[config.mk]
export PLATFORM = sky130hd
export DESIGN_NAME = ipctrl_vc_flat
export DESIGN_NICKNAME = d
export VERILOG_FILES = /design/src/rtl/noc_pkg.sv /design/src/rtl/ipctrl_vc_if.sv /design/src/rtl/ipctrl_vc_xy_route.sv /design/src/rtl/ipctrl_vc.sv /design/src/flat_wrapper.sv
export SDC_FILE = /design/constraint.sdc
export NUM_CORES = 1
export LEC_CHECK = 0
export ABC_AREA = 0
export BUFFER_PORTS_ARGS = -buffer_cell sky130_fd_sc_hd__buf_4
export CAP_MARGIN = 20
export CORE_ASPECT_RATIO = 1.2
export CORE_MARGIN = 10
export CORE_UTILIZATION = 59
export DETAILED_ROUTE_END_ITERATION = 10
export PLACE_DENSITY = 0.86
export SYNTH_ARGS = -nofsm -noshare
export SYNTH_HDL_FRONTEND = slang
export SYNTH_SLANG_ARGS = --single-unit
[constraint.sdc]
create_clock -name clk -period 12.4 [get_ports clk]
set_clock_uncertainty 0.1 [all_clocks]
set_input_delay 3.1 -clock clk [delete_from_list [all_inputs] [get_ports clk]]
set_output_delay 3.1 -clock clk [all_outputs]
set_load 0.005 [all_outputs]
[src/rtl/noc_pkg.sv]
`default_nettype none
// ============================================================================
// Module   : noc_pkg
// Purpose  : Shared NoC router constants: output-port indices and the packet
//            header field layout.
// Revision : 1.0
// ============================================================================
package noc_pkg;

    localparam int DATA_W   = 64;
    localparam int HOP_W    = 4;

    localparam int PORT_PE  = 0;
    localparam int PORT_S   = 1;
    localparam int PORT_N   = 2;
    localparam int PORT_E   = 3;
    localparam int PORT_W   = 4;
    localparam int NUM_PORTS = 5;

    localparam int VC_BIT   = 63;
    localparam int DIRX_BIT = 62;
    localparam int DIRY_BIT = 61;
    localparam int HOPX_MSB = 55;
    localparam int HOPX_LSB = 52;
    localparam int HOPY_MSB = 51;
    localparam int HOPY_LSB = 48;

endpackage : noc_pkg
`default_nettype wire

[src/rtl/ipctrl_vc_if.sv]
`default_nettype none
// ============================================================================
// Module   : ipctrl_vc_if
// Purpose  : Link-side and core-side signal bundle of the input port controller.
// Revision : 1.0
// ============================================================================
interface ipctrl_vc_if #(
    parameter int DATA_W = 64,
    parameter int CNT_W  = 16
);
    logic              polarity;
    logic              send_in;
    logic [DATA_W-1:0] data_in;
    logic              ready_in;
    logic [4:0]        req;
    logic [DATA_W-1:0] data_out;
    logic              clear;
    logic              vc_err;
    logic [CNT_W-1:0]  pkt_cnt;

    modport master (
        output polarity, send_in, data_in, clear,
        input  ready_in, req, data_out, vc_err, pkt_cnt
    );

    modport slave (
        input  polarity, send_in, data_in, clear,
        output ready_in, req, data_out, vc_err, pkt_cnt
    );
endinterface : ipctrl_vc_if
`default_nettype wire

[src/rtl/ipctrl_vc_xy_route.sv]
`default_nettype none
// ============================================================================
// Module   : xy_route
// Purpose  : Combinational XY router: one-hot output request plus the packet
//            with the hop count of the routed dimension decremented.
// Revision : 1.0
// ============================================================================
module xy_route
    import noc_pkg::*;
#(
    parameter int DATA_W = noc_pkg::DATA_W,
    parameter int HOP_W  = noc_pkg::HOP_W
) (
    input  wire logic [DATA_W-1:0] pkt,
    output logic      [4:0]        req,
    output logic      [DATA_W-1:0] pkt_out
);

    logic [HOP_W-1:0] w_hop_x;
    logic [HOP_W-1:0] w_hop_y;

    assign w_hop_x = pkt[HOPX_LSB +: HOP_W];
    assign w_hop_y = pkt[HOPY_LSB +: HOP_W];

    // X is exhausted before Y; a packet with both hops at zero has arrived
    always_comb begin
        req     = '0;
        pkt_out = pkt;
        if (w_hop_x != '0) begin
            if (pkt[DIRX_BIT]) req[PORT_E] = 1'b1;
            else               req[PORT_W] = 1'b1;
            pkt_out[HOPX_LSB +: HOP_W] = w_hop_x - 1'b1;
        end else if (w_hop_y != '0) begin
            if (pkt[DIRY_BIT]) req[PORT_N] = 1'b1;
            else               req[PORT_S] = 1'b1;
            pkt_out[HOPY_LSB +: HOP_W] = w_hop_y - 1'b1;
        end else begin
            req[PORT_PE] = 1'b1;
        end
    end

endmodule : xy_route
`default_nettype wire

[src/rtl/ipctrl_vc.sv]
`default_nettype none
// ============================================================================
// Module   : ipctrl_vc
// Purpose  : Router input port controller with two single-packet VC buffers;
//            the link fills VC ~polarity while the core drains VC polarity.
// Revision : 1.0
// ============================================================================
module ipctrl_vc
    import noc_pkg::*;
#(
    parameter int DATA_W = noc_pkg::DATA_W,
    parameter int HOP_W  = noc_pkg::HOP_W,
    parameter int CNT_W  = 16
) (
    input  wire logic   clk,
    input  wire logic   reset,
    ipctrl_vc_if.slave  bus
);

    logic [DATA_W-1:0] r_buf [2];
    logic [1:0]        r_full;
    logic [CNT_W-1:0]  r_pkt_cnt;
    logic              r_vc_err;

    logic              w_link_vc;
    logic              w_core_vc;
    logic              w_ready;
    logic              w_write;
    logic [DATA_W-1:0] w_core_pkt;
    logic [4:0]        w_route_req;
    logic [DATA_W-1:0] w_route_pkt;

    assign w_link_vc = ~bus.polarity;
    assign w_core_vc = bus.polarity;
    assign w_ready   = ~r_full[w_link_vc];
    assign w_write   = bus.send_in && w_ready;

    always_ff @(posedge clk or posedge reset) begin
        if (reset) begin
            r_buf[0]  <= '0;
            r_buf[1]  <= '0;
            r_full    <= '0;
            r_pkt_cnt <= '0;
            r_vc_err  <= 1'b0;
        end else begin
            r_vc_err <= 1'b0;
            // Core and link always address opposite buffers, so clear and write never collide
            if (bus.clear) begin
                r_full[w_core_vc] <= 1'b0;
            end
            if (w_write) begin
                if (bus.data_in[VC_BIT] == w_link_vc) begin
                    r_buf[w_link_vc]  <= bus.data_in;
                    r_full[w_link_vc] <= 1'b1;
                    r_pkt_cnt         <= r_pkt_cnt + 1'b1;
                end else begin
                    r_vc_err <= 1'b1;
                end
            end
        end
    end

    assign w_core_pkt = r_full[w_core_vc] ? r_buf[w_core_vc] : '0;

    xy_route #(
        .DATA_W (DATA_W),
        .HOP_W  (HOP_W)
    ) u_xy_route (
        .pkt     (w_core_pkt),
        .req     (w_route_req),
        .pkt_out (w_route_pkt)
    );

    // An empty buffer must not request PE even though a zero header routes there
    assign bus.req      = r_full[w_core_vc] ? w_route_req : 5'b00000;
    assign bus.data_out = r_full[w_core_vc] ? w_route_pkt : '0;
    assign bus.ready_in = w_ready;
    assign bus.vc_err   = r_vc_err;
    assign bus.pkt_cnt  = r_pkt_cnt;

endmodule : ipctrl_vc
`default_nettype wire
[src/flat_wrapper.sv]
// flat-port wrapper written by rule: the top's interface ports become plain ports
module ipctrl_vc_flat import noc_pkg::*;
#(
    parameter int DATA_W = noc_pkg::DATA_W,
    parameter int HOP_W  = noc_pkg::HOP_W,
    parameter int CNT_W  = 16
)
  (clk, reset, bus_polarity, bus_send_in, bus_data_in, bus_clear, bus_ready_in, bus_req, bus_data_out, bus_vc_err, bus_pkt_cnt);
  ipctrl_vc_if #(.DATA_W(DATA_W), .CNT_W(CNT_W)) bus_i ();
  input  wire logic clk;
  input  wire logic reset;
  input wire logic [$bits(bus_i.polarity)-1:0] bus_polarity;
  input wire logic [$bits(bus_i.send_in)-1:0] bus_send_in;
  input wire logic [$bits(bus_i.data_in)-1:0] bus_data_in;
  input wire logic [$bits(bus_i.clear)-1:0] bus_clear;
  output wire logic [$bits(bus_i.ready_in)-1:0] bus_ready_in;
  output wire logic [$bits(bus_i.req)-1:0] bus_req;
  output wire logic [$bits(bus_i.data_out)-1:0] bus_data_out;
  output wire logic [$bits(bus_i.vc_err)-1:0] bus_vc_err;
  output wire logic [$bits(bus_i.pkt_cnt)-1:0] bus_pkt_cnt;
  assign bus_i.polarity = bus_polarity;
  assign bus_i.send_in = bus_send_in;
  assign bus_i.data_in = bus_data_in;
  assign bus_i.clear = bus_clear;
  assign bus_ready_in = bus_i.ready_in;
  assign bus_req = bus_i.req;
  assign bus_data_out = bus_i.data_out;
  assign bus_vc_err = bus_i.vc_err;
  assign bus_pkt_cnt = bus_i.pkt_cnt;
  ipctrl_vc #(.DATA_W(DATA_W), .HOP_W(HOP_W), .CNT_W(CNT_W)) u_core (.clk(clk), .reset(reset), .bus(bus_i));
endmodule
==> flow_summary.json <==
{
  "outcome": "completed",
  "num_rows": 43,
  "rsz0062_at_grt": "false",
  "htree_levels": 4,
  "route.vias.total": 5814,
  "r2r_end": "u_core.r_buf[30]",
  "hold_class": "reg -> reg",
  "area_growth_syn_to_layout_pct": 26.8,
  "path_cells": "buf_4 -> buf_4 -> mux2_2 -> nand2_1 -> ha_1 -> nand3_1 -> nor3_1 -> mux2i_1 -> buf_4",
  "final_common_cell": "nand2_1",
  "clk_pin_slew_ns": 0.06,
  "final_cell_mix": "nand2_1, buf_4, dfrtp_1",
  "cts_setup_buffers": 0,
  "cpPeakStageDelay_ns": 0.67,
  "vias_per_cell": 5.26,
  "hold-path-cell-count": 2,
  "port_buffers": 155,
  "critPathMaxFanout": 44,
  "die_w_um": 119,
  "synth_area_per_cell_um2": 8.65,
  "numCtsBuffers": 17,
  "dp_hpwl_mm": 11.3,
  "cts.sink_count": 147,
  "slew_violations": 0,
  "criticalPathCategory": "in -> out",
  "avgRoutedWirePerCell_um": 16.1,
  "ys_seq_elements": 147,
  "ff2ff_path_depth": 4,
  "cts_hold_buf": 0,
  "place.gp.congestion": 0.806,
  "cts_buffer_depth": 2,
  "crit_slowest_cell": "buf_4",
  "startpoint": "bus_polarity",
  "ant_nets": 0,
  "power_density_nw_per_um2": 177,
  "drtIter0Drc": 446,
  "grt_start_max_net_pins": 76,
  "netlist-cell-type-count": 39,
  "grt.total_usage_pct": 21.6,
  "drive_above_1_share_pct": 21.7,
  "tritoncts": "yes",
  "crit_path_start_kind": "primary input",
  "initial_core_util_pct": 60.2,
  "required_ns": 9.20,
  "period_share_pct": 73.8,
  "period_minus_slack_ns": 9.16,
  "cap_violations": 0,
  "worst_pin_slew_ns": 0.899,
  "holdPathEnd": "u_core.r_buf[29]",
  "setup_slack_ns": 3.24,
  "antenna_cells": 0,
  "yosysWarnings": 0,
  "hold_violations": 0,
  "crit_family": "buffers and inverters",
  "ios": 156,
  "endpoint_kind": "primary output",
  "hp-start": "u_core.r_buf[29]",
  "grt_pass1_vias": 5972,
  "leakage_uw": 0.00475,
  "clock-root-buffer": "clkbuf_16",
  "die_h_um": 139,
  "fillers": 843,
  "slew_headroom_pct": 40.1,
  "final-setup-viol-count": 0,
  "max_freq_mhz": 109,
  "synth_nets": 872,
  "grt-ovfl-total": 0,
  "firstDrtPassIters": 4,
  "wl_mm": 17.8,
  "r2r_slack_ns": 10.12,
  "cp_common_cell": "buf_4",
  "clock_latency_ns": 0.42,
  "die_area_um2": 16500,
  "final_util_pct": 76.3,
  "crit-reg2reg-launch": "u_core.r_full[1]",
  "pre_cts_ws_ns": 3.24,
  "ir_drop_mv": 0.0897,
  "synth_area_um2": 6930,
  "syn_inst": 801,
  "finalSetupTns_ns": 0,
  "cts_resized": 0,
  "worst_ep_arrival_time_ns": 5.96,
  "core_area_um2": 11500,
  "nets": 1008,
  "antenna_found_initial": 0,
  "critPathBufInv": 3,
  "drc_errors": 0,
  "grt_pass1_wl_mm": 29.3,
  "ys_seq_area_share_pct": 53.1
}
==> cells in the mapped netlist (all sizes together) <==
cell type    n  area [µm²]
nor3         5        25.0
xnor2       15         131
xor2         1        8.76
nand4        6        37.5
o21ai        6        30.0
o2111ai      3        26.3
nand4bb      2        55.1
or2          1        6.26
and2         1        6.26
a21oi        5        28.8
a31o         1        8.76
nand2b       1        6.26
and4bb       2        25.0
a211oi       4        47.5
o21a         1        7.51
nand3        9        45.0
nor2        69         259
nand2      394        1480
dfrtp      147        3680
a22oi        1        7.51
mux2i       63         631
inv          6        22.5
buf         32         178
ha           2        25.0
nor3b        1        12.5
mux2         4        48.8
or3          1        6.26
o32ai        1        8.76
and3         3        18.8
nand3b       1        7.51
clkbuf      13        48.8
==> report_power, final <==
group	switching, µW	total (µW)	leakage [µW]	internal (µW)
clock network	189	569	0.000316	380
registers	71.9	658	0.00185	587
logic	176	330	0.00259	153
==> logic make-up after synthesis <==
logic type,Yosys count,share of synthesized area [%]
DFF,147,53.1
and+or+nand+nor,496,28.7
adders and majority gates,2,0.361
buffers and inverters,51,3.59
AOI/OAI and AO/OA,22,2.38
xor gates and xnor gates,16,2.02
muxes,67,9.81
==> how the worst max path moves through the flow <==
| stage | slack, ns | depth (start not counted) | end |
|---|---|---|---|
| after CTS | 3.23 | 9 | bus_data_out[50] |
| after global routing | 3.05 | 9 | bus_data_out[50] |
| after detailed placement | 3.24 | 9 | bus_data_out[50] |
| final | 3.24 | 9 | bus_data_out[50] |
| after floorplan | 4.57 | 8 | bus_data_out[50] |
| after global placement | 3.28 | 9 | bus_data_out[50] |
==> registers in the layout (all words and copies together) (netlist names) <==
signal	flops
u_core.bus.vc_err	1
u_core.r_buf	128
u_core.r_full	2
u_core.bus.pkt_cnt	16
==> routing by layer <==
metal / up-vias / routed length (µm) / track usage (%)
li1: 2798 / - / -
met1: 2791 / 7280 / 25.3
met2: 192 / 8940 / 36.3
met3: 33 / 1070 / 5.46
met4: 0 / 464 / 9.79
met5: - / 0 / 0
==> stage by stage <==
stage	hold WS, ns	power [µW]	instances	area (µm²)
6_report	0.371	1560	1105	8780
2_1_floorplan	0.334	847	801	6930
4_1_cts	0.373	1570	1105	8780
3_3_place_gp	0.349	974	1075	8130
3_5_place_dp	0.358	989	1075	8130
5_1_grt	0.387	1640	1105	8780
==> tightest hold or removal path, cell delays in order, from the launching register on <==
cell and delay (ns):
dfrtp_1 0.34, nand2_1 0.05, nand2_1 0.05
==> layout make-up <==
| type | instances | area (µm²) | share of cell area (%) |
|---|---|---|---|
| clock buffers | 20 | 447 | 5.09 |
| multi-input cells | 603 | 3010 | 34.3 |
| flip-flops and latches | 147 | 3680 | 41.9 |
| clock inverters | 10 | 206 | 2.35 |
| well taps | 157 | 196 | 2.24 |
| repair buffers | 162 | 1220 | 13.8 |
| inverters | 6 | 27.5 | 0.313 |
Power figures use the tool's default switching activity.
